File: src/rtl/alu_share_arbiter_if.sv
// Request/response/ALU bundle for alu_share_arbiter.
// slave: arbiter side. master: requesters, shared ALU and observers.
interface alu_share_arbiter_if #(
  parameter int WIDTH = 32,
  parameter int CNT_W = 16
);
  logic [1:0]       Req_valid;
  logic [1:0]       Req_ready;
  logic [WIDTH-1:0] Req_SrcA0;
  logic [WIDTH-1:0] Req_SrcB0;
  logic [WIDTH-1:0] Req_SrcA1;
  logic [WIDTH-1:0] Req_SrcB1;
  logic [1:0]       Req_Op0;
  logic [1:0]       Req_Op1;
  logic [1:0]       Rsp_valid;
  logic [1:0]       Rsp_ready;
  logic [WIDTH-1:0] Rsp_Result;
  logic             Rsp_Zero;
  logic [WIDTH-1:0] Alu_SrcA;
  logic [WIDTH-1:0] Alu_SrcB;
  logic [1:0]       Alu_Op;
  logic [WIDTH-1:0] Alu_Result;
  logic             Alu_Zero;
  logic             Busy;
  logic [CNT_W-1:0] Op_count;

  modport slave (
    input  Req_valid, Req_SrcA0, Req_SrcB0, Req_SrcA1, Req_SrcB1,
           Req_Op0, Req_Op1, Rsp_ready, Alu_Result, Alu_Zero,
    output Req_ready, Rsp_valid, Rsp_Result, Rsp_Zero,
           Alu_SrcA, Alu_SrcB, Alu_Op, Busy, Op_count
  );

  modport master (
    output Req_valid, Req_SrcA0, Req_SrcB0, Req_SrcA1, Req_SrcB1,
           Req_Op0, Req_Op1, Rsp_ready, Alu_Result, Alu_Zero,
    input  Req_ready, Rsp_valid, Rsp_Result, Rsp_Zero,
           Alu_SrcA, Alu_SrcB, Alu_Op, Busy, Op_count
  );
endinterface

File: src/rtl/alu_share_arbiter.sv
// Two-requester arbiter/sequencer in front of a shared 32-bit ALU, one op in flight.
// Define ALU_ARB_FIXED_PRIO_EN for fixed priority (requester 0 wins ties); default is round-robin.
//
// state | meaning
// IDLE  | grant and accept one request
// EXEC  | registered operands drive the ALU; result latched at cycle end
// RESP  | response held for the owner until Rsp_ready
module alu_share_arbiter #(
  parameter int WIDTH = 32,
  parameter int CNT_W = 16
) (
  input  logic              clk,
  input  logic              rst_n,
  alu_share_arbiter_if.slave bus
);

  typedef enum logic [1:0] {
    S_IDLE = 2'b00,
    S_EXEC = 2'b01,
    S_RESP = 2'b10
  } state_t;

  state_t           state_q, state_d;
  logic             gnt_id;
  logic             accept;
  logic             rsp_done;
  logic [1:0]       req_ready_c;
  logic [1:0]       rsp_valid_c;
  logic             busy_c;

  logic [WIDTH-1:0] srca_q;
  logic [WIDTH-1:0] srcb_q;
  logic [1:0]       op_q;
  logic             owner_q;
  logic [WIDTH-1:0] result_q;
  logic             zero_q;
  logic [CNT_W-1:0] cnt_q;

`ifndef ALU_ARB_FIXED_PRIO_EN
  logic             last_q;
`endif

  always_comb begin
    gnt_id = 1'b0;
    case (bus.Req_valid)
      2'b10:   gnt_id = 1'b1;
`ifdef ALU_ARB_FIXED_PRIO_EN
      2'b11:   gnt_id = 1'b0;
`else
      2'b11:   gnt_id = ~last_q;
`endif
      default: gnt_id = 1'b0;
    endcase
  end

  assign accept   = (state_q == S_IDLE) && bus.Req_valid[gnt_id];
  assign rsp_done = (state_q == S_RESP) && bus.Rsp_ready[owner_q];

  always_ff @(posedge clk or negedge rst_n) begin
    if (!rst_n) begin
      state_q <= S_IDLE;
    end else begin
      state_q <= state_d;
    end
  end

  always_comb begin
    state_d = state_q;
    case (state_q)
      S_IDLE:  if (accept) state_d = S_EXEC;
      S_EXEC:  state_d = S_RESP;
      S_RESP:  if (rsp_done) state_d = S_IDLE;
      default: state_d = S_IDLE;
    endcase
  end

  always_comb begin
    req_ready_c = 2'b00;
    rsp_valid_c = 2'b00;
    busy_c      = (state_q != S_IDLE);
    if (accept) req_ready_c[gnt_id] = 1'b1;
    if (state_q == S_RESP) rsp_valid_c[owner_q] = 1'b1;
  end

  always_ff @(posedge clk or negedge rst_n) begin
    if (!rst_n) begin
      srca_q   <= '0;
      srcb_q   <= '0;
      op_q     <= 2'b00;
      owner_q  <= 1'b0;
      result_q <= '0;
      zero_q   <= 1'b0;
      cnt_q    <= '0;
    end else begin
      if (accept) begin
        srca_q  <= gnt_id ? bus.Req_SrcA1 : bus.Req_SrcA0;
        srcb_q  <= gnt_id ? bus.Req_SrcB1 : bus.Req_SrcB0;
        op_q    <= gnt_id ? bus.Req_Op1   : bus.Req_Op0;
        owner_q <= gnt_id;
      end
      if (state_q == S_EXEC) begin
        result_q <= bus.Alu_Result;
        zero_q   <= bus.Alu_Zero;
      end
      if (rsp_done) cnt_q <= cnt_q + CNT_W'(1);
    end
  end

`ifndef ALU_ARB_FIXED_PRIO_EN
  // Pointer starts at 1 so requester 0 wins the first tie.
  always_ff @(posedge clk or negedge rst_n) begin
    if (!rst_n) begin
      last_q <= 1'b1;
    end else if (accept) begin
      last_q <= gnt_id;
    end
  end
`endif

  assign bus.Req_ready  = req_ready_c;
  assign bus.Rsp_valid  = rsp_valid_c;
  assign bus.Busy       = busy_c;
  assign bus.Rsp_Result = result_q;
  assign bus.Rsp_Zero   = zero_q;
  assign bus.Alu_SrcA   = srca_q;
  assign bus.Alu_SrcB   = srcb_q;
  assign bus.Alu_Op     = op_q;
  assign bus.Op_count   = cnt_q;

endmodule

File: src/flat_wrapper.sv
// flat-port wrapper written by rule: the top's interface ports become plain ports
module alu_share_arbiter_flat 
#(
  parameter int WIDTH = 32,
  parameter int CNT_W = 16
)
  (clk, rst_n, bus_Req_valid, bus_Req_SrcA0, bus_Req_SrcB0, bus_Req_SrcA1, bus_Req_SrcB1, bus_Req_Op0, bus_Req_Op1, bus_Rsp_ready, bus_Alu_Result, bus_Alu_Zero, bus_Req_ready, bus_Rsp_valid, bus_Rsp_Result, bus_Rsp_Zero, bus_Alu_SrcA, bus_Alu_SrcB, bus_Alu_Op, bus_Busy, bus_Op_count);
  alu_share_arbiter_if #(.WIDTH(WIDTH), .CNT_W(CNT_W)) bus_i ();
  input  logic clk;
  input  logic rst_n;
  input wire logic [$bits(bus_i.Req_valid)-1:0] bus_Req_valid;
  input wire logic [$bits(bus_i.Req_SrcA0)-1:0] bus_Req_SrcA0;
  input wire logic [$bits(bus_i.Req_SrcB0)-1:0] bus_Req_SrcB0;
  input wire logic [$bits(bus_i.Req_SrcA1)-1:0] bus_Req_SrcA1;
  input wire logic [$bits(bus_i.Req_SrcB1)-1:0] bus_Req_SrcB1;
  input wire logic [$bits(bus_i.Req_Op0)-1:0] bus_Req_Op0;
  input wire logic [$bits(bus_i.Req_Op1)-1:0] bus_Req_Op1;
  input wire logic [$bits(bus_i.Rsp_ready)-1:0] bus_Rsp_ready;
  input wire logic [$bits(bus_i.Alu_Result)-1:0] bus_Alu_Result;
  input wire logic [$bits(bus_i.Alu_Zero)-1:0] bus_Alu_Zero;
  output wire logic [$bits(bus_i.Req_ready)-1:0] bus_Req_ready;
  output wire logic [$bits(bus_i.Rsp_valid)-1:0] bus_Rsp_valid;
  output wire logic [$bits(bus_i.Rsp_Result)-1:0] bus_Rsp_Result;
  output wire logic [$bits(bus_i.Rsp_Zero)-1:0] bus_Rsp_Zero;
  output wire logic [$bits(bus_i.Alu_SrcA)-1:0] bus_Alu_SrcA;
  output wire logic [$bits(bus_i.Alu_SrcB)-1:0] bus_Alu_SrcB;
  output wire logic [$bits(bus_i.Alu_Op)-1:0] bus_Alu_Op;
  output wire logic [$bits(bus_i.Busy)-1:0] bus_Busy;
  output wire logic [$bits(bus_i.Op_count)-1:0] bus_Op_count;
  assign bus_i.Req_valid = bus_Req_valid;
  assign bus_i.Req_SrcA0 = bus_Req_SrcA0;
  assign bus_i.Req_SrcB0 = bus_Req_SrcB0;
  assign bus_i.Req_SrcA1 = bus_Req_SrcA1;
  assign bus_i.Req_SrcB1 = bus_Req_SrcB1;
  assign bus_i.Req_Op0 = bus_Req_Op0;
  assign bus_i.Req_Op1 = bus_Req_Op1;
  assign bus_i.Rsp_ready = bus_Rsp_ready;
  assign bus_i.Alu_Result = bus_Alu_Result;
  assign bus_i.Alu_Zero = bus_Alu_Zero;
  assign bus_Req_ready = bus_i.Req_ready;
  assign bus_Rsp_valid = bus_i.Rsp_valid;
  assign bus_Rsp_Result = bus_i.Rsp_Result;
  assign bus_Rsp_Zero = bus_i.Rsp_Zero;
  assign bus_Alu_SrcA = bus_i.Alu_SrcA;
  assign bus_Alu_SrcB = bus_i.Alu_SrcB;
  assign bus_Alu_Op = bus_i.Alu_Op;
  assign bus_Busy = bus_i.Busy;
  assign bus_Op_count = bus_i.Op_count;
  alu_share_arbiter #(.WIDTH(WIDTH), .CNT_W(CNT_W)) u_core (.clk(clk), .rst_n(rst_n), .bus(bus_i));
endmodule
File: config.mk
export PLATFORM = sky130hd
export DESIGN_NAME = alu_share_arbiter_flat
export DESIGN_NICKNAME = d
export VERILOG_FILES = /design/src/rtl/alu_share_arbiter_if.sv /design/src/rtl/alu_share_arbiter.sv /design/src/flat_wrapper.sv
export SDC_FILE = /design/constraint.sdc
export NUM_CORES = 1
export LEC_CHECK = 0
export CAP_MARGIN = 20
export CORE_ASPECT_RATIO = 0.75
export CORE_MARGIN = 3
export CORE_UTILIZATION = 34
export DETAILED_ROUTE_END_ITERATION = 10
export GPL_TIMING_DRIVEN = 0
export HOLD_SLACK_MARGIN = 0.05
export PLACE_DENSITY = 0.84
export SLEW_MARGIN = 20
export SYNTH_ARGS = -nofsm -noshare
export SYNTH_HDL_FRONTEND = slang
export SYNTH_SLANG_ARGS = --single-unit
export TNS_END_PERCENT = 100
File: constraint.sdc
create_clock -name clk -period 1.7 [get_ports clk]
set_clock_uncertainty 0.2 [all_clocks]
set_input_delay 0.17 -clock clk [delete_from_list [all_inputs] [get_ports clk]]
set_output_delay 0.17 -clock clk [all_outputs]
set_load 0.01 [all_outputs]
==> results.json, run 1 <==
{
  "setup_violations": 75,
  "vias": 4600,
  "leakage_uw": 0.004694,
  "dr.pass1.iters": 9,
  "wl_per_cell_um": 20.11,
  "cp.required_ns": 1.33,
  "grt_max_degree": 62,
  "antenna_found_initial": 0,
  "worst_ir_drop_vdd_mv": 1.097,
  "synth_fp_nets": 542,
  "grt-ovfl-total": 0,
  "critPathKind": "reg -> out",
  "die_x_um": 143.2,
  "ys_types": 27,
  "final_max_slew_viol_count": 0,
  "rows": 36,
  "hold_viol": 0,
  "place_ws_ns": -0.9237,
  "status": "finished, violations left",
  "synth_warnings": 0,
  "cts_buffers": 17,
  "yosysMostFrequentCell": "dfrtp_1",
  "synthArstFlopShare": 1.000,
  "coreArea_um2": 13380,
  "period_needed_ns": 1.884,
  "drc": 0,
  "initial_utilization": 0.3587,
  "grt_pass1_wl_mm": 26.45,
  "violations": "negative setup slack",
  "max_stage_delay_ns": 0.55,
  "synth_edf_count": 0,
  "wl_mm": 17.90,
  "drt-initial-drc-count": 435,
  "setup_slack_ns": -0.1836,
  "clk_pin_slew_ns": 0.05,
  "viasPerCell": 5.169,
  "p_per_area_nw_per_um2": 1743,
  "grt_pass1_vias": 4945,
  "area_growth_pct": 90.95,
  "cts_root_buf": "clkbuf_16",
  "cp_data_arrival_time_ns": 1.51,
  "gp_congestion": 0.8057,
  "antenna_left": 0,
  "n_fill_cell": 959,
  "synth_area_um2": 4798,
  "htreeDepth": 4,
  "slowest_stage": "dfstp_2",
  "yosysTopAreaCellShare": 0.6154,
  "ys_seq_elements": 119,
  "crit_path_start_kind": "register",
  "clock_latency_ns": 0.41,
  "post-route-period-util": 1.108,
  "cts_sinks": 119,
  "yosys-top-cells-count": "dfrtp_1, inv_1, a222oi_1, mux2_2, clkbuf_1",
  "syn_inst": 370,
  "worstMarginPinSlew_ns": 0.5653,
  "synth_area_leaders": "dfrtp_1, a222oi_1, mux2_2",
  "crit_chain": "nand2b_4 -> and3_4 -> clkbuf_16 -> buf_6",
  "rsz0062_at_grt": "true",
  "hpwl_mm": 12.88,
  "ioPinCount": 291,
  "io_buffers": 290,
  "endpoint_kind": "output pin",
  "layout-drive-gt1-share": 0.2017,
  "num_antenna_cells": 0,
  "cp_max_fo": 3,
  "ys_seq_area_frac": 0.6209,
  "die_h_um": 108.9,
  "max_freq_mhz": 530.9,
  "die_area_um2": 15590,
  "yosysTopAreaCell": "dfrtp_1",
  "track_usage": 0.2240,
  "cap_violations": 0,
  "clockBufferDepth": 2,
  "final_net_count": 878,
  "synth.avg_cell_area_um2": 12.97,
  "ys.flop_type": "dfrtp_1",
  "holdWs_ns": 0.1109,
  "min_path_type": "in -> async",
  "cts_tree": "yes",
  "slew_headroom": 0.6232
}
[registers in the layout (all words and copies together), names as in the netlist]
signal,count
u_core.bus.Alu_SrcA,32
u_core.bus.Alu_SrcB,32
u_core.bus.Rsp_Result,32
u_core.owner_q,1
u_core.bus.Op_count,16
u_core.bus.Rsp_Zero,1
u_core.state_q,2
u_core.bus.Alu_Op,2
u_core.last_q,1
[through the flow]
stage,power [uW],cells,utilization,instance area (um2),setup TNS [ns]
global placement,11680,831,0.5930,7933,-515.09
CTS,15810,881,0.6611,8845,-9.994
floorplan,7992,370,-,4816,-0.005324
global route,16860,890,0.6849,9163,-11.94
finish,15970,890,0.6849,9163,-6.416
detailed placement,11980,832,0.5951,7961,-30.91
[area by class of cell]
cell class / instances / area [um2] / share of cell area
buffer: 21 / 245.2 / 0.02676
clock buffer: 24 / 481.7 / 0.05257
sequential: 119 / 2983 / 0.3255
timing repair buffer: 323 / 3329 / 0.3634
tap: 171 / 214.0 / 0.02335
multi-input combinational: 154 / 1526 / 0.1666
clock inverter: 8 / 120.1 / 0.01311
inverter: 70 / 262.8 / 0.02868
[critical path, delay by kind of cell, from the launching register on]
kind / cells / cell delay, ns
flip-flops: 1 / 0.55
buffers and inverters: 2 / 0.23
AND/OR/NAND/NOR: 2 / 0.33
[final timing paths]
check                           depth (start not counted)  slack (ns)                                   to                                 from
worst min register to register                          1        0.29  u_core.bus.Op_count[15]$_DFFE_PN0P_  u_core.bus.Op_count[15]$_DFFE_PN0P_
worst min-delay path                                    2        0.11   u_core.bus.Alu_SrcA[8]$_DFFE_PN0P_                                rst_n
min in group clk                                        3        0.16  u_core.bus.Alu_SrcA[16]$_DFFE_PN0P_                    bus_Req_SrcA1[16]
worst max register to register                          7       -0.18  u_core.bus.Alu_SrcB[18]$_DFFE_PN0P_            u_core.last_q$_DFFE_PN1P_
max in group asynchronous                               3        0.48           u_core.owner_q$_DFFE_PN0P_                                rst_n
worst max-delay path                                    4       -0.18                     bus_Req_ready[0]            u_core.last_q$_DFFE_PN1P_
[routing by layer]
metal	vias to the layer above	track usage	part of all wire
met4	0	0.1031	0.024
met1	2278	0.2556	0.38
li1	2043	-	-
met3	38	0.07014	0.090
met2	241	0.3864	0.50
met5	-	0	0
[where the power goes]
group | leakage (uW) | internal (uW) | switching (uW)
Combinational | 0.00295 | 4090 | 3290
Clock | 0.000290 | 2410 | 1220
Sequential | 0.00145 | 4150 | 800
[cells by family after synthesis]
logic type / Yosys count / synth area share
AO/OA/AOI/OAI: 70 / 0.1429
XOR/XNOR: 15 / 0.02738
adder cells (fa/ha/maj): 1 / 0.002607
buffers and inverters: 97 / 0.08370
flip-flops: 119 / 0.6209
multiplexers: 35 / 0.08266
AND/OR/NAND/NOR: 33 / 0.03989
[placed cells by master (no fill, tap or decap), types with 10 or more instances in the layout]
cell type,count
buf_4,12
dlymetal6s2s_1,36
buf_6,20
clkdlybuf4s50_1,178
dlygate4sd2_1,70
clkbuf_16,22
inv_1,69
dfrtp_1,115
mux2_2,33
a222oi_1,66
xnor2_1,10
[what timing repair did]
action / in CTS / in global routing
hold buffers: 1 / 0
setup buffers: 14 / 13
endpoints found under the hold margin: 119 / 0
endpoints found under the setup margin: 184 / 139
pin swaps: 21 / 42
resized for setup: 146 / 84
cloned: 4 / 2
No activity file was read; power rests on OpenSTA's default activity.
==> inputs of run 2 (changes only) <==
--- a/config.mk
+++ b/config.mk
@@ -17,4 +17,4 @@
 export SYNTH_ARGS = -nofsm -noshare
 export SYNTH_HDL_FRONTEND = slang
 export SYNTH_SLANG_ARGS = --single-unit
-export TNS_END_PERCENT = 100
+export TNS_END_PERCENT = 5
==> run 2 against run 1 <==
Compared with the run above: the run still ends with negative setup slack left; clock power is essentially flat; maximum frequency shrank 2.4%; wire length shrank 2.3%; clock-buffer cell count is the same.
==> results.json, run 2 (synthesized netlist as in run 1, its figures left out) <==
{
  "status": "finished, violations left",
  "violations": "negative setup slack",
  "sw_frac_of_total": 0.3337,
  "grt_pass1_wl_mm": 25.90,
  "vias": 4521,
  "coreArea_um2": 13380,
  "grt_pass1_vias": 4879,
  "clk_pin_slew_ns": 0.05,
  "viasPerCell": 5.161,
  "setup_tns_ns": -5.911,
  "max_stage_delay_ns": 0.37,
  "die_h_um": 108.9,
  "clock_latency_ns": 0.41,
  "die_x_um": 143.2,
  "final_core_util": 0.6650,
  "antenna_left": 0,
  "intPower_uw": 10340,
  "antenna_found_initial": 0,
  "p_switching_uw": 5180,
  "dp.cells": 832,
  "num_antenna_cells": 0,
  "cts_sinks": 119,
  "endpoint_kind": "register",
  "htreeDepth": 4,
  "clock_power_share": 0.233,
  "cts_buffers": 17,
  "regToRegSetupSlack_ns": -0.23,
  "post-route-period-util": 1.135,
  "crit_path_start_kind": "register",
  "min_path_type": "in -> async",
  "crit_top_cell": "clkbuf_16",
  "rows": 36,
  "final_net_count": 864,
  "hpwl_mm": 12.88,
  "slowest_stage": "dfstp_2",
  "gp_congestion": 0.8057,
  "crit_chain": "nand2b_4 -> and3_4 -> buf_6 -> clkbuf_16 -> clkbuf_16 -> a222oi_1 -> inv_1",
  "setup_slack_ns": -0.2297,
  "worstMarginPinSlew_ns": 0.5713,
  "p_seq_frac": 0.319,
  "leakage_uw": 0.004548,
  "clockBufferDepth": 2,
  "cp_max_fo": 5,
  "grt-ovfl-total": 0,
  "slew_headroom": 0.6191,
  "hold_viol": 0,
  "rsz0062_at_grt": "true",
  "critPathKind": "reg -> reg",
  "wl_mm": 17.49,
  "track_usage": 0.2193,
  "mostFrequentLayoutCell": "clkdlybuf4s50_1",
  "worst_ir_drop_vdd_mv": 1.083,
  "area_growth_pct": 85.40,
  "max_freq_mhz": 518.2,
  "cts_root_buf": "clkbuf_16",
  "final_cell_mix": "clkdlybuf4s50_1, dfrtp_1, inv_1, dlygate4sd2_1, a222oi_1",
  "power_frac_comb": 0.448,
  "cp.required_ns": 1.77,
  "drt-initial-drc-count": 445,
  "final_max_slew_viol_count": 0,
  "dr.pass1.iters": 7,
  "setup_violations": 69,
  "power_uw": 15520,
  "die_area_um2": 15590,
  "grt_max_degree": 62,
  "drc": 0,
  "cts_tree": "yes",
  "initial_utilization": 0.3587,
  "final_cells": 876,
  "ioPinCount": 291,
  "wl_per_cell_um": 19.96,
  "cap_violations": 0,
  "p_per_area_nw_per_um2": 1745,
  "period_needed_ns": 1.930,
  "io_buffers": 290,
  "layout-drive-gt1-share": 0.1645,
  "cp_data_arrival_time_ns": 2.00
}
-- run 2: critical path: cells and delay by family (launching register included) --
| kind | cells | cell delay, ns |
|---|---|---|
| simple gates | 2 | 0.32 |
| buf+inv | 4 | 0.55 |
| compound gates | 1 | 0.37 |
| flops | 1 | 0.37 |
-- run 2: worst paths after layout --
kind / cells past startpoint / startpoint / end
max: 7 / u_core.last_q$_DFFE_PN1P_ / u_core.bus.Alu_SrcB[2]$_DFFE_PN0P_
min: 2 / rst_n / u_core.bus.Alu_SrcA[8]$_DFFE_PN0P_
max reg2reg: 7 / u_core.last_q$_DFFE_PN1P_ / u_core.bus.Alu_SrcB[2]$_DFFE_PN0P_
min reg2reg: 1 / u_core.bus.Op_count[15]$_DFFE_PN0P_ / u_core.bus.Op_count[15]$_DFFE_PN0P_
max in group asynchronous: 3 / rst_n / u_core.bus.Op_count[2]$_DFFE_PN0P_
min in group clk: 3 / bus_Req_SrcA1[16] / u_core.bus.Alu_SrcA[16]$_DFFE_PN0P_
-- run 2: area by class of cell --
class / count / area (um2)
fill: 978 / 4482
timing repair buffer: 305 / 3115
sequential: 119 / 2983
multi-input combinational: 154 / 1471
clock buffer: 24 / 481.7
inverter: 70 / 262.8
buffer: 25 / 247.7
tap: 171 / 214.0
clock inverter: 8 / 120.1
-- run 2: power by group through the flow --
stage                     registers [uW]  logic [uW]  clock network (uW)
after floorplan                     5430        2560                   0
after global placement              4890        6800                   0
after detailed placement            4980        7000                   0
after CTS                           4950        6870                3690
after global routing                5090        7520                3820
final                               4950        6950                3620
-- run 2: what timing repair did --
action | CTS | global route
gates cloned | 1 | 2
hold buffers | 1 | 0
gates resized for setup | 125 | 66
endpoints found under the hold margin | 119 | 0
setup buffers | 8 | 2
pin swaps | 7 | 34
setup endpoints to repair | 184 | 148
-- run 2: metrics by stage --
stage	worst slack, ns	cell area [um2]	hold slack, ns
after floorplan	-0.005324	4816	-0.3256
after CTS	-0.2495	8662	0.1023
after global routing	-0.2831	8896	0.1556
final	-0.2297	8896	0.1129
after detailed placement	-0.9237	7961	-0.01612
after global placement	-4.126	7933	0.2636
-- run 2: per-layer routing --
metal | global-route usage | part of all wire | up-vias
met5 | 0 | 0 | -
met4 | 0.09430 | 0.022 | 0
met3 | 0.07541 | 0.095 | 34
met2 | 0.3800 | 0.51 | 239
met1 | 0.2474 | 0.37 | 2238
li1 | - | - | 2010
==> inputs of run 3 (changes only) <==
--- a/config.mk
+++ b/config.mk
@@ -10,7 +10,6 @@
 export CORE_MARGIN = 3
 export CORE_UTILIZATION = 34
 export DETAILED_ROUTE_END_ITERATION = 10
-export GPL_TIMING_DRIVEN = 0
 export HOLD_SLACK_MARGIN = 0.05
 export PLACE_DENSITY = 0.84
 export SLEW_MARGIN = 20
==> run 3 against run 2 <==
Compared with the run above: the flow finishes with violations (design-rule violations, negative setup slack); total power fell by 0.81%; clock power rose by 2%; critical path depth did not move; global-route usage barely moved; sequential share of layout area rose by 0.31 points; final area fell by 0.98%; hold slack improved by 0.042 ns; clock-buffer cell count fell by 2; cell count fell by 0.68%; critical path type unchanged.
==> results.json, run 3 (synthesized netlist as in run 1, its figures left out) <==
{
  "status": "finished, violations left",
  "violations": "design-rule violations, negative setup slack",
  "period_needed_ns": 1.828,
  "slew_headroom": 0.7410,
  "viasPerCell": 5.197,
  "grt_pass1_wl_mm": 26.05,
  "power_uw": 15400,
  "layout-drive-gt1-share": 0.1660,
  "intPower_uw": 10260,
  "worstMarginPinSlew_ns": 0.3885,
  "final_max_slew_viol_count": 0,
  "dr.pass1.iters": 11,
  "hold_depth": 3,
  "regToRegSetupSlack_ns": -0.13,
  "cts_buffers": 17,
  "p_switching_uw": 5140,
  "die_h_um": 108.9,
  "slowest_stage": "dfrtp_1",
  "io_buffers": 290,
  "vias": 4521,
  "r2r_cells": 7,
  "power_frac_comb": 0.442,
  "crit_chain": "buf_4 -> nand4b_1 -> buf_4 -> nor3_2 -> buf_4 -> nand3_1 -> xnor2_1",
  "cap_violations": 0,
  "coreArea_um2": 13380,
  "setup_violations": 64,
  "hpwl_mm": 12.59,
  "wl_mm": 17.18,
  "min_to": "u_core.bus.Alu_SrcB[10]$_DFFE_PN0P_",
  "clock_power_share": 0.239,
  "leakage_uw": 0.004500,
  "cts_root_buf": "clkbuf_16",
  "track_usage": 0.2192,
  "n_fill_cell": 994,
  "cts_sinks": 119,
  "final_core_util": 0.6584,
  "grt_max_degree": 55,
  "p_per_area_nw_per_um2": 1748,
  "rows": 36,
  "worst_ir_drop_vdd_mv": 0.8527,
  "initial_utilization": 0.3587,
  "die_area_um2": 15590,
  "cp_data_arrival_time_ns": 1.92,
  "rsz0062_at_grt": "true",
  "max_freq_mhz": 547.0,
  "max_stage_delay_ns": 0.40,
  "htreeDepth": 4,
  "min_path_type": "in -> reg",
  "place_ws_ns": -0.4642,
  "worstReg2RegStart": "u_core.state_q[0]$_DFFE_PN0P_",
  "sw_frac_of_total": 0.3338,
  "critPathKind": "reg -> reg",
  "cp.required_ns": 1.79,
  "antenna_found_initial": 0,
  "grt_pass1_vias": 4846,
  "clock_latency_ns": 0.41,
  "clockBufferDepth": 2,
  "p_seq_frac": 0.319,
  "hold_viol": 0,
  "num_antenna_cells": 0,
  "grt-ovfl-total": 0,
  "drc": 3,
  "drt-initial-drc-count": 469,
  "die_x_um": 143.2,
  "hp-start": "bus_Req_SrcB1[10]",
  "final_net_count": 859,
  "worstReg2RegEnd": "u_core.bus.Op_count[8]$_DFFE_PN0P_",
  "mostFrequentLayoutCell": "clkdlybuf4s50_1",
  "cp_max_fo": 5,
  "crit_top_cell": "buf_4",
  "area_growth_pct": 83.57,
  "regArea_um2": 2980,
  "endpoint_kind": "register",
  "antenna_left": 0,
  "cts_tree": "yes",
  "setup_slack_ns": -0.1283,
  "clk_pin_slew_ns": 0.05,
  "gp_congestion": 0.8274,
  "crit_path_start_kind": "register",
  "post-route-period-util": 1.075,
  "multi_input_comb_area_um2": 1471,
  "ioPinCount": 291,
  "wl_per_cell_um": 19.75,
  "final_cell_mix": "clkdlybuf4s50_1, dfrtp_1, dlygate4sd2_1"
}
## run 3: power groups by stage
stage	combinational [uW]	clock (uW)	sequential, uW
after detailed placement	7190	0	4950
after global routing	7350	3860	5040
after global placement	6960	0	4850
after floorplan	2560	0	5430
after CTS	6890	3750	4920
final	6800	3690	4910
## run 3: metrics by stage
step	hold WS, ns	TNS [ns]	cells	area (um2)
final	0.1553	-2.599	870	8808
after global routing	0.1574	-9.738	870	8808
after CTS	0.1350	-3.801	869	8676
after detailed placement	-0.08443	-24.32	831	8053
after global placement	-0.09564	-20.20	831	8053
after floorplan	-0.3256	-0.005324	370	4816
## run 3: worst max-delay path, delay by kind of cell (launching register included)
family | cells | cell delay (ns)
xor+xnor | 1 | 0.14
simple gates | 3 | 0.47
buf+inv | 3 | 0.51
flops | 1 | 0.40
## run 3: worst max path at each step
stage,startpoint,to,cells after the start
after floorplan,u_core.last_q$_DFFE_PN1P_,u_core.bus.Alu_SrcB[15]$_DFFE_PN0P_,7
after global placement,bus_Req_valid[1],u_core.bus.Alu_SrcB[27]$_DFFE_PN0P_,6
after detailed placement,bus_Req_valid[1],u_core.bus.Alu_SrcA[18]$_DFFE_PN0P_,6
after CTS,u_core.state_q[0]$_DFFE_PN0P_,bus_Req_ready[1],4
after global routing,u_core.state_q[0]$_DFFE_PN0P_,u_core.bus.Op_count[8]$_DFFE_PN0P_,7
final,u_core.state_q[0]$_DFFE_PN0P_,u_core.bus.Op_count[8]$_DFFE_PN0P_,7
## run 3: metal layers
layer / global-route usage / wire [um] / part of all wire
met5: 0 / 0 / 0
met4: 0.09973 / 506 / 0.029
met3: 0.06839 / 1558 / 0.091
met2: 0.3770 / 8718 / 0.51
met1: 0.2516 / 6400 / 0.37
## run 3: final cells by class
cell class | count | area share
clock inverter | 9 | 0.01392
multi-input combinational | 154 | 0.1670
tap | 171 | 0.02429
inverter | 70 | 0.02983
clock buffer | 22 | 0.05497
timing repair buffer | 325 | 0.3716
sequential | 119 | 0.3384
## run 3: timing repair
item                       4_1_cts  5_1_grt
pin swaps                       20        6
hold endpoints to repair       119        0
hold buffers                     2        0
cloned                           1        0
setup endpoints to repair      153      116
buffers inserted                 4        1
gates resized for setup        107       43
